`src/rtl/mem_access_stage.sv`:
```
// MEM pipeline stage: issues data-SRAM accesses with sub-word stores and WB forwarding,
// holds one instruction in the MEM slot, and aligns/extends returned load data.
module mem_access_stage #(
  parameter int DATA_W = 32,
  parameter int ADDR_W = 32,
  parameter int REG_AW = 5
) (
  input  logic                clk,
  input  logic                resetn,
  input  logic                es_valid,
  output logic                ms_allowin,
  input  logic                es_mem_en,
  input  logic                es_mem_we,
  input  logic [1:0]          es_mem_size,
  input  logic                es_mem_sext,
  input  logic [ADDR_W-1:0]   es_addr,
  input  logic [DATA_W-1:0]   es_result,
  input  logic [REG_AW-1:0]   es_rt_num,
  input  logic [DATA_W-1:0]   es_rt_data,
  input  logic [REG_AW-1:0]   es_dest,
  input  logic                fwd_wb_wen,
  input  logic [REG_AW-1:0]   fwd_wb_dest,
  input  logic [DATA_W-1:0]   fwd_wb_wdata,
  output logic                data_sram_en,
  output logic [DATA_W/8-1:0] data_sram_wen,
  output logic [ADDR_W-1:0]   data_sram_addr,
  output logic [DATA_W-1:0]   data_sram_wdata,
  input  logic [DATA_W-1:0]   data_sram_rdata,
  input  logic                ws_allowin,
  output logic                ms_to_ws_valid,
  output logic [REG_AW-1:0]   ms_dest,
  output logic                ms_wen,
  output logic [DATA_W-1:0]   ms_wdata,
  output logic                ms_addr_err
);

  localparam int NB   = DATA_W / 8;
  localparam int OFFW = $clog2(NB);

  logic                r_valid;
  logic [REG_AW-1:0]   r_dest;
  logic [DATA_W-1:0]   r_result;
  logic                r_mem_en;
  logic                r_we;
  logic [1:0]          r_size;
  logic                r_sext;
  logic [OFFW-1:0]     r_off;
  logic                r_err;
  logic                r_held;
  logic [DATA_W-1:0]   r_hold_data;

  logic                w_accept;
  logic                w_mis;
  logic                w_is_load;
  logic [OFFW-1:0]     w_off;
  logic [DATA_W-1:0]   w_src;
  logic [DATA_W-1:0]   w_store_data;
  logic [NB-1:0]       w_mask;
  logic [DATA_W-1:0]   w_rsrc;
  logic [DATA_W-1:0]   w_shift;
  logic [DATA_W-1:0]   w_load;

  assign ms_allowin = !r_valid || ws_allowin;
  assign w_accept   = es_valid && ms_allowin;
  assign w_off      = es_addr[OFFW-1:0];

  // A dword access on a 32-bit datapath has no legal alignment.
  always_comb begin
    w_mis = 1'b0;
    case (es_mem_size)
      2'd1:    w_mis = es_addr[0];
      2'd2:    w_mis = |es_addr[1:0];
      2'd3:    w_mis = (DATA_W == 32) ? 1'b1 : |es_addr[2:0];
      default: w_mis = 1'b0;
    endcase
  end

  assign w_src = (fwd_wb_wen && (fwd_wb_dest != '0) && (fwd_wb_dest == es_rt_num))
               ? fwd_wb_wdata : es_rt_data;

  always_comb begin
    w_store_data = w_src;
    case (es_mem_size)
      2'd0:    w_store_data = {NB{w_src[7:0]}};
      2'd1:    w_store_data = {(NB/2){w_src[15:0]}};
      2'd2:    w_store_data = {(NB/4){w_src[31:0]}};
      default: w_store_data = w_src;
    endcase
  end

  always_comb begin
    w_mask = '0;
    for (int i = 0; i < NB; i++) begin
      if (i < (1 << es_mem_size)) w_mask[i] = 1'b1;
    end
  end

  assign data_sram_en    = w_accept && es_mem_en && !w_mis;
  assign data_sram_wen   = (data_sram_en && es_mem_we) ? (w_mask << w_off) : '0;
  assign data_sram_addr  = data_sram_en ? {es_addr[ADDR_W-1:OFFW], {OFFW{1'b0}}} : '0;
  assign data_sram_wdata = (data_sram_en && es_mem_we) ? w_store_data : '0;

  assign w_is_load = r_mem_en && !r_we;

  // rdata is only valid in the first MEM cycle, so a stalled load snapshots it once.
  always_ff @(posedge clk or negedge resetn) begin
    if (!resetn) begin
      r_valid     <= 1'b0;
      r_dest      <= '0;
      r_result    <= '0;
      r_mem_en    <= 1'b0;
      r_we        <= 1'b0;
      r_size      <= 2'd0;
      r_sext      <= 1'b0;
      r_off       <= '0;
      r_err       <= 1'b0;
      r_held      <= 1'b0;
      r_hold_data <= '0;
    end else begin
      if (w_accept) begin
        r_valid  <= 1'b1;
        r_dest   <= es_dest;
        r_result <= es_result;
        r_mem_en <= es_mem_en;
        r_we     <= es_mem_we;
        r_size   <= es_mem_size;
        r_sext   <= es_mem_sext;
        r_off    <= w_off;
        r_err    <= es_mem_en && w_mis;
        r_held   <= 1'b0;
      end else if (ws_allowin) begin
        r_valid <= 1'b0;
        r_held  <= 1'b0;
      end else if (r_valid && w_is_load && !r_held) begin
        r_hold_data <= data_sram_rdata;
        r_held      <= 1'b1;
      end
    end
  end

  assign w_rsrc  = r_held ? r_hold_data : data_sram_rdata;
  assign w_shift = w_rsrc >> {r_off, 3'b000};

  always_comb begin
    w_load = w_shift;
    case (r_size)
      2'd0: w_load = r_sext ? DATA_W'($signed(w_shift[7:0]))  : DATA_W'(w_shift[7:0]);
      2'd1: w_load = r_sext ? DATA_W'($signed(w_shift[15:0])) : DATA_W'(w_shift[15:0]);
      2'd2: w_load = r_sext ? DATA_W'($signed(w_shift[31:0])) : DATA_W'(w_shift[31:0]);
      default: w_load = w_shift;
    endcase
  end

  assign ms_to_ws_valid = r_valid;
  assign ms_dest        = r_dest;
  assign ms_wdata       = w_is_load ? w_load : r_result;
  assign ms_wen         = r_valid && (r_dest != '0) && !r_we && !r_err;
  assign ms_addr_err    = r_valid && r_err;

endmodule

```
`config.mk`:
```
export PLATFORM = sky130hd
export DESIGN_NAME = mem_access_stage
export DESIGN_NICKNAME = d
export VERILOG_FILES = /design/src/rtl/mem_access_stage.sv
export SDC_FILE = /design/constraint.sdc
export NUM_CORES = 1
export LEC_CHECK = 0
export CAP_MARGIN = 40
export CORE_MARGIN = 1
export CORE_UTILIZATION = 44
export DETAILED_ROUTE_END_ITERATION = 8
export HOLD_SLACK_MARGIN = 0.15
export PLACE_DENSITY_LB_ADDON = 0.08
export SYNTH_ARGS = -nofsm -noshare
export SYNTH_HDL_FRONTEND = slang
export SYNTH_SLANG_ARGS = --single-unit
```
`constraint.sdc`:
```
create_clock -name clk -period 11.7 [get_ports clk]
set_input_delay 3.51 -clock clk [delete_from_list [all_inputs] [get_ports clk]]
set_output_delay 3.51 -clock clk [all_outputs]
set_load 0.02 [all_outputs]
```
==> results.toml, run 1 <==
[drt]
via_count = 5664
drt_iter0_drc = 290
drc = 0
wl_per_cell_um = 20.0
viasPerCell = 5.52
wl_um = 20500
ant_nets = 0
dr.pass1.iters = 5

[die]
fp.coreArea_um2 = 12700
start_util = 0.451
die_w_um = 116
die_h_um = 116
boundaryPins = 295
rows = 41
die-area_um2 = 13500

[worst_setup_path]
cp_num_buf_inv = 2
timing.rr.start = "r_we$_DFFE_PN0P_"
reg2reg_to = "r_hold_data[21]$_DFFE_PN0P_"
r2r_cells = 4
r2r_slack_ps = 9520
cp.required_ps = 8190
crit_arrival_ps = 7040
crit_type = "in -> out"
cp-end-kind = "primary output"
crit_path_max_incr_delay_ps = 850
cp_slowest_cell = "a2111oi_4"
cpMostUsedCell = "clkdlybuf4s50_1"
path_cells = "clkdlybuf4s50_1, or3_4, a2111oi_4, nand2_1, a221oi_1, clkdlybuf4s50_1"
path_max_fanout = 15
cp_top_family = "compound AO/OA/AOI/OAI gates"
startpoint_type = "input port"

[sta]
rsz0062_at_grt = "no"
fin_crit_sh = 0.901
maxSlewViolCount = 0
maxSlewHeadroom = 0.410
tightest_slew_ps = 884
min_period_ps = 10550
hold_viol = 0
timing.fmax_mhz = 94.8
setup_tns_ps = 0
skew_ps = 9.00
setup_viol = 0

[layout]
finalNetCount = 1032
syn_to_final_growth_pct = 60.1
drive_gt1_frac = 0.164
instances_no_fill = 1026

[power_and_ir_drop]
leakage_nw = 3.55
vdd_ir_drop_max_v = 0.0000839
powerDensity_nw_per_um2 = 122

[placed_design]
gp_congestion = 0.943
placed_cells = 1008
dp_hpwl_um = 16200
io_buffers = 292

[clock_tree]
ctsRootBufferMaster = "clkbuf_16"
cts_buffers = 9
htreeDepth = 3
cts-resized-gates = 0
insertion_delay_ps = 330
cts_buffer_depth = 2
cts_hold_buf = 0
cts_setup_buffers = 0
clkSinkCount = 79
cts_tree = "yes"
clkTransAtPathRegs_ps = 50

[worst_hold_path]
min_to = "r_hold_data[30]$_DFFE_PN0P_"
hold_path_depth = 1
hp-class = "reg -> reg"
holdCritStartpoint = "r_hold_data[30]$_DFFE_PN0P_"

[job]
cap_violations = 0

[yosys]
synth_edf_count = 0
synth_area_um2 = 5720
synthArstFlopShare = 1.00
syn_inst = 577
ys_ff_latch = 79
ys_top_cells_by_count = "82 x mux2_2, 79 x dfrtp_1, 59 x nand2_1"
ys_types = 46
synth_top_area_frac = 0.346
yosys.area.top_type = "dfrtp_1"
synth_area_leaders = "dfrtp_1 35%, mux2_2 16%, mux2i_1 8.7%, mux4_2 5.9%, a211oi_1 4.5%"
avgSynthCellArea_um2 = 9.91
yosys_warnings = 0
ys_seq_area_frac = 0.346
synth_flop_cell = "dfrtp_1"
synth.most_common_cell = "mux2_2"

[global_routing]
grt_pass1_wl_um = 31100
gr-total-overflow = 0
grtUsageTotal = 0.308
antenna_found_initial = 2
grt_start_max_net_pins = 52
grt_pass1_vias = 5898

[status]
outcome = "finished, final reports clean"
flip-flops by register name (all words and copies together) (netlist names):
| register | flops |
|---|---|
| ms_dest | 5 |
| r_size | 2 |
| r_sext | 1 |
| r_held | 1 |
| r_hold_data | 32 |
| r_err | 1 |
| r_we | 1 |
| r_mem_en | 1 |
| r_result | 32 |
| r_off | 2 |
| ms_to_ws_valid | 1 |
worst reg2reg max path, stage by stage (launching register included):
cell and delay (ps):
dfrtp_1 410, nand2b_1 490, nor3_2 320, buf_4 430, mux2_2 410
worst max path at each step:
stage / from / to / slack [ps] / depth (start not counted)
6_report: es_mem_size[0] / data_sram_wdata[24] / 1150 / 6
2_1_floorplan: fwd_wb_dest[0] / data_sram_wdata[28] / 2630 / 7
3_5_place_dp: es_mem_size[0] / data_sram_wdata[24] / 1160 / 6
4_1_cts: es_mem_size[0] / data_sram_wdata[24] / 1150 / 6
5_1_grt: es_mem_size[0] / data_sram_wdata[24] / 970 / 6
3_3_place_gp: fwd_wb_dest[2] / data_sram_wdata[28] / 1050 / 8
final cells by class:
type                    count  area, um^2
fillers                   956        3510
multi-input cells         436        3480
repair buffers            304        3100
flip-flops and latches     79        1980
clock buffers              10         239
well taps                 172         215
clock inverters             6        67.6
inverters                  17        63.8
diodes                      2        5.00
cells in the final DEF (no fill, tap or decap), drive strengths merged, types with 2 or more instances in the layout:
master,count
nand2b,20
o31a,7
o21ai,16
and2,32
or4,2
clkdlybuf4s50,291
clkbuf,10
mux2,82
o22a,8
buf,13
clkinv,2
a21oi,24
inv,18
o22ai,3
conb,2
dfrtp,79
nor2b,16
mux4,15
clkinvlp,2
mux2i,50
a221oi,7
nor2,29
or2,2
nand3,5
xnor2,4
nor3,4
diode,2
nand2,59
a211oi,34
logic make-up (layout without fill, tap and decap cells):
logic type / count (synthesis) / in the layout / synth area share
other cells: 1 / 4 / 0.000656
simple gates: 175 / 175 / 0.156
compound gates: 108 / 108 / 0.135
xor+xnor: 4 / 4 / 0.00612
mux: 147 / 147 / 0.308
buf+inv: 63 / 337 / 0.0492
flops: 79 / 79 / 0.346
where the power goes:
part / switching [mW] / internal [mW]
clock: 0.114 / 0.172
combinational: 0.200 / 0.239
sequential: 0.0473 / 0.343
total: 0.361 / 0.754
per-layer routing:
layer  share of wire  wire length, um  GRT usage  up-vias
li1                -                -          -     2617
met1            0.36             7320      0.325     2766
met2            0.55            11200      0.587      240
met3           0.063             1300     0.0654       41
met4           0.032              657      0.132        0
met5               0                0          0        -
per-stage QoR:
stage                     setup slack (ps)  hold WS (ps)  power, mW   util  instance area, um^2
final                                 1150           506       1.11  0.723                 9160
after detailed placement              1160           492      0.831  0.698                 8840
after CTS                             1150           509       1.12  0.722                 9150
after floorplan                       2630           462      0.622      -                 5720
after global placement                1050           479      0.805  0.687                 8710
after global routing                   965           524       1.17  0.723                 9160
Note: power is estimated with default switching activity, not from simulation.
==> run 2: changes to the inputs <==
- clock period: 11.7 -> 13.7 ns (I/O delays scaled with it)
==> run 2 against run 1 <==
Compared with the run above: routed wire length down 1.3%; sequential power down 14%; setup slack better by 920 ps; largest cell class unchanged; critical path depth unchanged; sequential cell count unchanged; via count down 1.9%.
==> results.toml, run 2 (same netlist as run 1, synthesis figures left out) <==
[layout]
drive_gt1_frac = 0.160
finalNetCount = 1030
mostFrequentLayoutCell = "clkdlybuf4s50_1"
n_antenna_cell = 0
final_cell_mix = "291 x clkdlybuf4s50_1, 82 x mux2_2, 78 x dfrtp_1, 58 x nand2_1, 50 x mux2i_1"
syn_to_final_growth_pct = 59.0
instances_no_fill = 1022

[power_and_ir_drop]
vdd_ir_drop_max_v = 0.0000636
powerDensity_nw_per_um2 = 102
leakage_nw = 3.52
total_power_mw = 0.929

[worst_setup_path]
path_max_fanout = 15
path_cells = "clkdlybuf4s50_1, or3_4, a2111oi_4, nand2_1, a221oi_1, clkdlybuf4s50_1"
cp_num_buf_inv = 2
crit_arrival_ps = 7520
cp.required_ps = 9590
r2r_cells = 4
timing.rr.start = "r_we$_DFFE_PN0P_"
cp-end-kind = "primary output"
cpMostUsedCell = "clkdlybuf4s50_1"
crit_type = "in -> out"
reg2reg_to = "r_hold_data[8]$_DFFE_PN0P_"
worstSetupPathDepth = 6
crit_path_max_incr_delay_ps = 810
startpoint = "es_mem_size[0]"
cp_slowest_cell = "a2111oi_4"
startpoint_type = "input port"
endpoint = "data_sram_wdata[24]"
r2r_slack_ps = 11570
cp_top_family = "compound AO/OA/AOI/OAI gates"

[job]
cap_violations = 0

[drt]
wl_um = 20300
ant_nets = 0
drt_iter0_drc = 295
dr.pass1.iters = 5
viasPerCell = 5.43
via_count = 5554
wl_per_cell_um = 19.8
drc = 0

[sta]
timing.fmax_mhz = 86.0
rsz0062_at_grt = "no"
hold_viol = 0
setup_viol = 0
maxSlewHeadroom = 0.443
setup_tns_ps = 0
skew_ps = 10.5
fin_ws_ps = 2070
min_period_ps = 11630
whs_ps = 507
fin_crit_sh = 0.849
maxSlewViolCount = 0
tightest_slew_ps = 835

[placed_design]
gp_congestion = 0.875
io_buffers = 292
dp_hpwl_um = 16000
place_ws_ps = 2150
placed_cells = 1006

[die]
die-area_um2 = 13500
die_w_um = 116
die_h_um = 116
boundaryPins = 295
rows = 41
fp.coreArea_um2 = 12700
start_util = 0.451

[clock_tree]
cts_buffers = 9
cts_hold_buf = 0
cts_tree = "yes"
insertion_delay_ps = 330
htreeDepth = 3
cts_setup_buffers = 0
ctsRootBufferMaster = "clkbuf_16"
cts_buffer_depth = 2
clkSinkCount = 79
clkTransAtPathRegs_ps = 60
cts-resized-gates = 0

[global_routing]
antenna_found_initial = 0
grtUsageTotal = 0.304
grt_start_max_net_pins = 65
grt_pass1_vias = 5867
grt_pass1_wl_um = 30700
gr-total-overflow = 0

[worst_hold_path]
hp-class = "reg -> reg"

[status]
outcome = "finished, final reports clean"
run 2: final cells by class:
type,instances,area [um^2]
clock buffers,12,246
clock inverters,4,30.0
fillers,950,3580
inverters,17,63.8
multi-input cells,436,3480
flip-flops and latches,79,1980
well taps,172,215
repair buffers,302,3080
run 2: per-stage QoR:
| step | area (um^2) | utilization |
|---|---|---|
| 5_1_grt | 9090 | 0.718 |
| 4_1_cts | 9090 | 0.718 |
| 3_5_place_dp | 8820 | 0.696 |
| 3_3_place_gp | 8700 | 0.687 |
| 2_1_floorplan | 5720 | - |
| 6_report | 9090 | 0.718 |
run 2: layer usage:
metal | global-route usage | vias to the layer above | wire length, um
met4 | 0.109 | 0 | 604
li1 | - | 2613 | -
met2 | 0.568 | 216 | 11000
met1 | 0.333 | 2687 | 7370
met5 | 0 | - | 0
met3 | 0.0722 | 38 | 1310
run 2: how the worst min path moves through the flow:
| stage | from | endpoint | slack [ps] | cells after the start |
|---|---|---|---|---|
| 2_1_floorplan | r_mem_en$_DFFE_PN0P_ | r_mem_en$_DFFE_PN0P_ | 460 | 2 |
| 3_3_place_gp | r_mem_en$_DFFE_PN0P_ | r_mem_en$_DFFE_PN0P_ | 480 | 2 |
| 3_5_place_dp | r_result[8]$_DFFE_PN0P_ | r_result[8]$_DFFE_PN0P_ | 490 | 1 |
| 4_1_cts | r_hold_data[20]$_DFFE_PN0P_ | r_hold_data[20]$_DFFE_PN0P_ | 510 | 1 |
| 5_1_grt | r_result[5]$_DFFE_PN0P_ | r_result[5]$_DFFE_PN0P_ | 520 | 1 |
| 6_report | r_result[8]$_DFFE_PN0P_ | r_result[8]$_DFFE_PN0P_ | 510 | 1 |
run 2: report_power, final:
part | switching, mW | internal, mW
sequential | 0.0423 | 0.293
combinational | 0.166 | 0.203
clock | 0.0958 | 0.128
==> run 3: changes to the inputs <==
- CORE_UTILIZATION: 44 -> 41
- clock period: 13.7 -> 11.79 ns (I/O delays scaled with it)
==> run 3 against run 2 <==
Compared with the run above: sequential cell count did not move; sequential share of layout area barely moved; clock-buffer cell count fell by 2; critical path depth did not move; die area rose by 7.2%; largest cell class unchanged.
==> results.toml, run 3 (same netlist as run 1, synthesis figures left out) <==
[layout]
syn_to_final_growth_pct = 59.1
drive_gt1_frac = 0.161
utilization = 0.679
mostFrequentLayoutCell = "clkdlybuf4s50_1"
final_cell_mix = "291 x clkdlybuf4s50_1, 82 x mux2_2, 78 x dfrtp_1, 58 x nand2_1, 50 x mux2i_1"
finalNetCount = 1030

[sta]
skew_ps = 7.75
tightest_slew_ps = 897
min_period_ps = 10540
maxSlewViolCount = 0
setup_tns_ps = 0
setup_viol = 0
fin_crit_sh = 0.894
rsz0062_at_grt = "no"
timing.fmax_mhz = 94.9
maxSlewHeadroom = 0.402
hold_viol = 0

[clock_tree]
cts_hold_buf = 0
cts_setup_buffers = 0
htreeDepth = 3
insertion_delay_ps = 340
ctsRootBufferMaster = "clkbuf_16"
cts_buffer_depth = 2
cts-resized-gates = 0
clkSinkCount = 79
clkTransAtPathRegs_ps = 60
cts_tree = "yes"
cts_buffers = 9

[drt]
drc = 0
via_count = 5603
dr.pass1.iters = 4
drt_iter0_drc = 301
wl_um = 21100
wl_per_cell_um = 20.5
viasPerCell = 5.44
ant_nets = 0

[placed_design]
dp_hpwl_um = 17100
gp_congestion = 0.911
io_buffers = 292

[die]
start_util = 0.427
fp.coreArea_um2 = 13400
boundaryPins = 295
die_w_um = 120
rows = 42
die-area_um2 = 14400
die_h_um = 120

[global_routing]
grt_start_max_net_pins = 43
grt_pass1_wl_um = 32400
antenna_found_initial = 4
grtUsageTotal = 0.299
grt_use_met1 = 0.345
busiest_layer = "met2"
globalRouteMet3Util = 0.0689
gr-total-overflow = 0
met2_usage = 0.500
grt_pass1_vias = 5898

[power_and_ir_drop]
powerDensity_nw_per_um2 = 119
leakage_nw = 3.52
pwr-share-clk = 0.241
intPower_mw = 0.720
p_comb_frac = 0.399
vdd_ir_drop_max_v = 0.0000859
power.switching_mw = 0.359
total_power_mw = 1.08
seq_power_share = 0.360
switching_share = 0.333

[worst_setup_path]
path_max_fanout = 15
cp_top_family = "compound AO/OA/AOI/OAI gates"
startpoint_type = "input port"
cp_num_buf_inv = 2
cp.required_ps = 8250
cpMostUsedCell = "clkdlybuf4s50_1"
crit_path_max_incr_delay_ps = 860
crit_arrival_ps = 7000
r2r_slack_ps = 9630
cp_slowest_cell = "a2111oi_4"
crit_type = "in -> out"
path_cells = "clkdlybuf4s50_1, or3_4, a2111oi_4, nand2_1, a221oi_1, clkdlybuf4s50_1"
cp-end-kind = "primary output"

[status]
outcome = "finished, final reports clean"

[job]
cap_violations = 0

[worst_hold_path]
hp-class = "reg -> reg"
[run 3: final timing paths]
check                                           start                          to  depth (start not counted)
setup / recovery                       es_mem_size[0]         data_sram_wdata[25]                          6
hold reg to reg            r_hold_data[2]$_DFFE_PN0P_  r_hold_data[2]$_DFFE_PN0P_                          1
min in group asynchronous                      resetn  r_hold_data[5]$_DFFE_PN0P_                          1
max in group asynchronous                      resetn    r_result[21]$_DFFE_PN0P_                          2
hold / removal             r_hold_data[2]$_DFFE_PN0P_  r_hold_data[2]$_DFFE_PN0P_                          1
setup reg to reg           ms_to_ws_valid$_DFFE_PN0N_    r_result[21]$_DFFE_PN0P_                          5
[run 3: power by group through the flow]
stage,Combinational [mW],Sequential [mW],Clock [mW]
4_1_cts,0.434,0.387,0.266
2_1_floorplan,0.241,0.377,0
3_5_place_dp,0.432,0.392,0
3_3_place_gp,0.407,0.394,0
5_1_grt,0.462,0.397,0.278
6_report,0.431,0.388,0.260
[run 3: area by class of cell]
type | count | area (um^2)
Multi-Input combinational cell | 436 | 3480
Tap cell | 176 | 220
Clock inverter | 6 | 43.8
Clock buffer | 10 | 229
Antenna cell | 4 | 10.0
Timing Repair Buffer | 302 | 3070
Fill cell | 1081 | 4300
Inverter | 17 | 63.8
Sequential cell | 79 | 1980
[run 3: metrics by stage]
stage | hold slack (ps) | setup WS (ps) | std cells | cell area, um^2
final | 506 | 1250 | 1030 | 9100
after global routing | 511 | 1070 | 1030 | 9100
after CTS | 509 | 1260 | 1026 | 9090
after detailed placement | 496 | 1270 | 1010 | 8820
after global placement | 478 | 1330 | 1005 | 8720
after floorplan | 462 | 2660 | 578 | 5720
[run 3: worst reg2reg max path: cells and delay by family, from the launching register on]
family / cells / cell delay, ps
buffers and inverters: 2 / 480
flip-flops: 1 / 410
multiplexers: 1 / 400
AND/OR/NAND/NOR: 2 / 750
[run 3: layer usage]
metal / vias up / routed length, um / part of all wire
li1: 2625 / - / -
met1: 2695 / 8070 / 0.38
met2: 228 / 10600 / 0.50
met5: - / 0 / 0
met4: 0 / 1210 / 0.057
met3: 55 / 1250 / 0.059
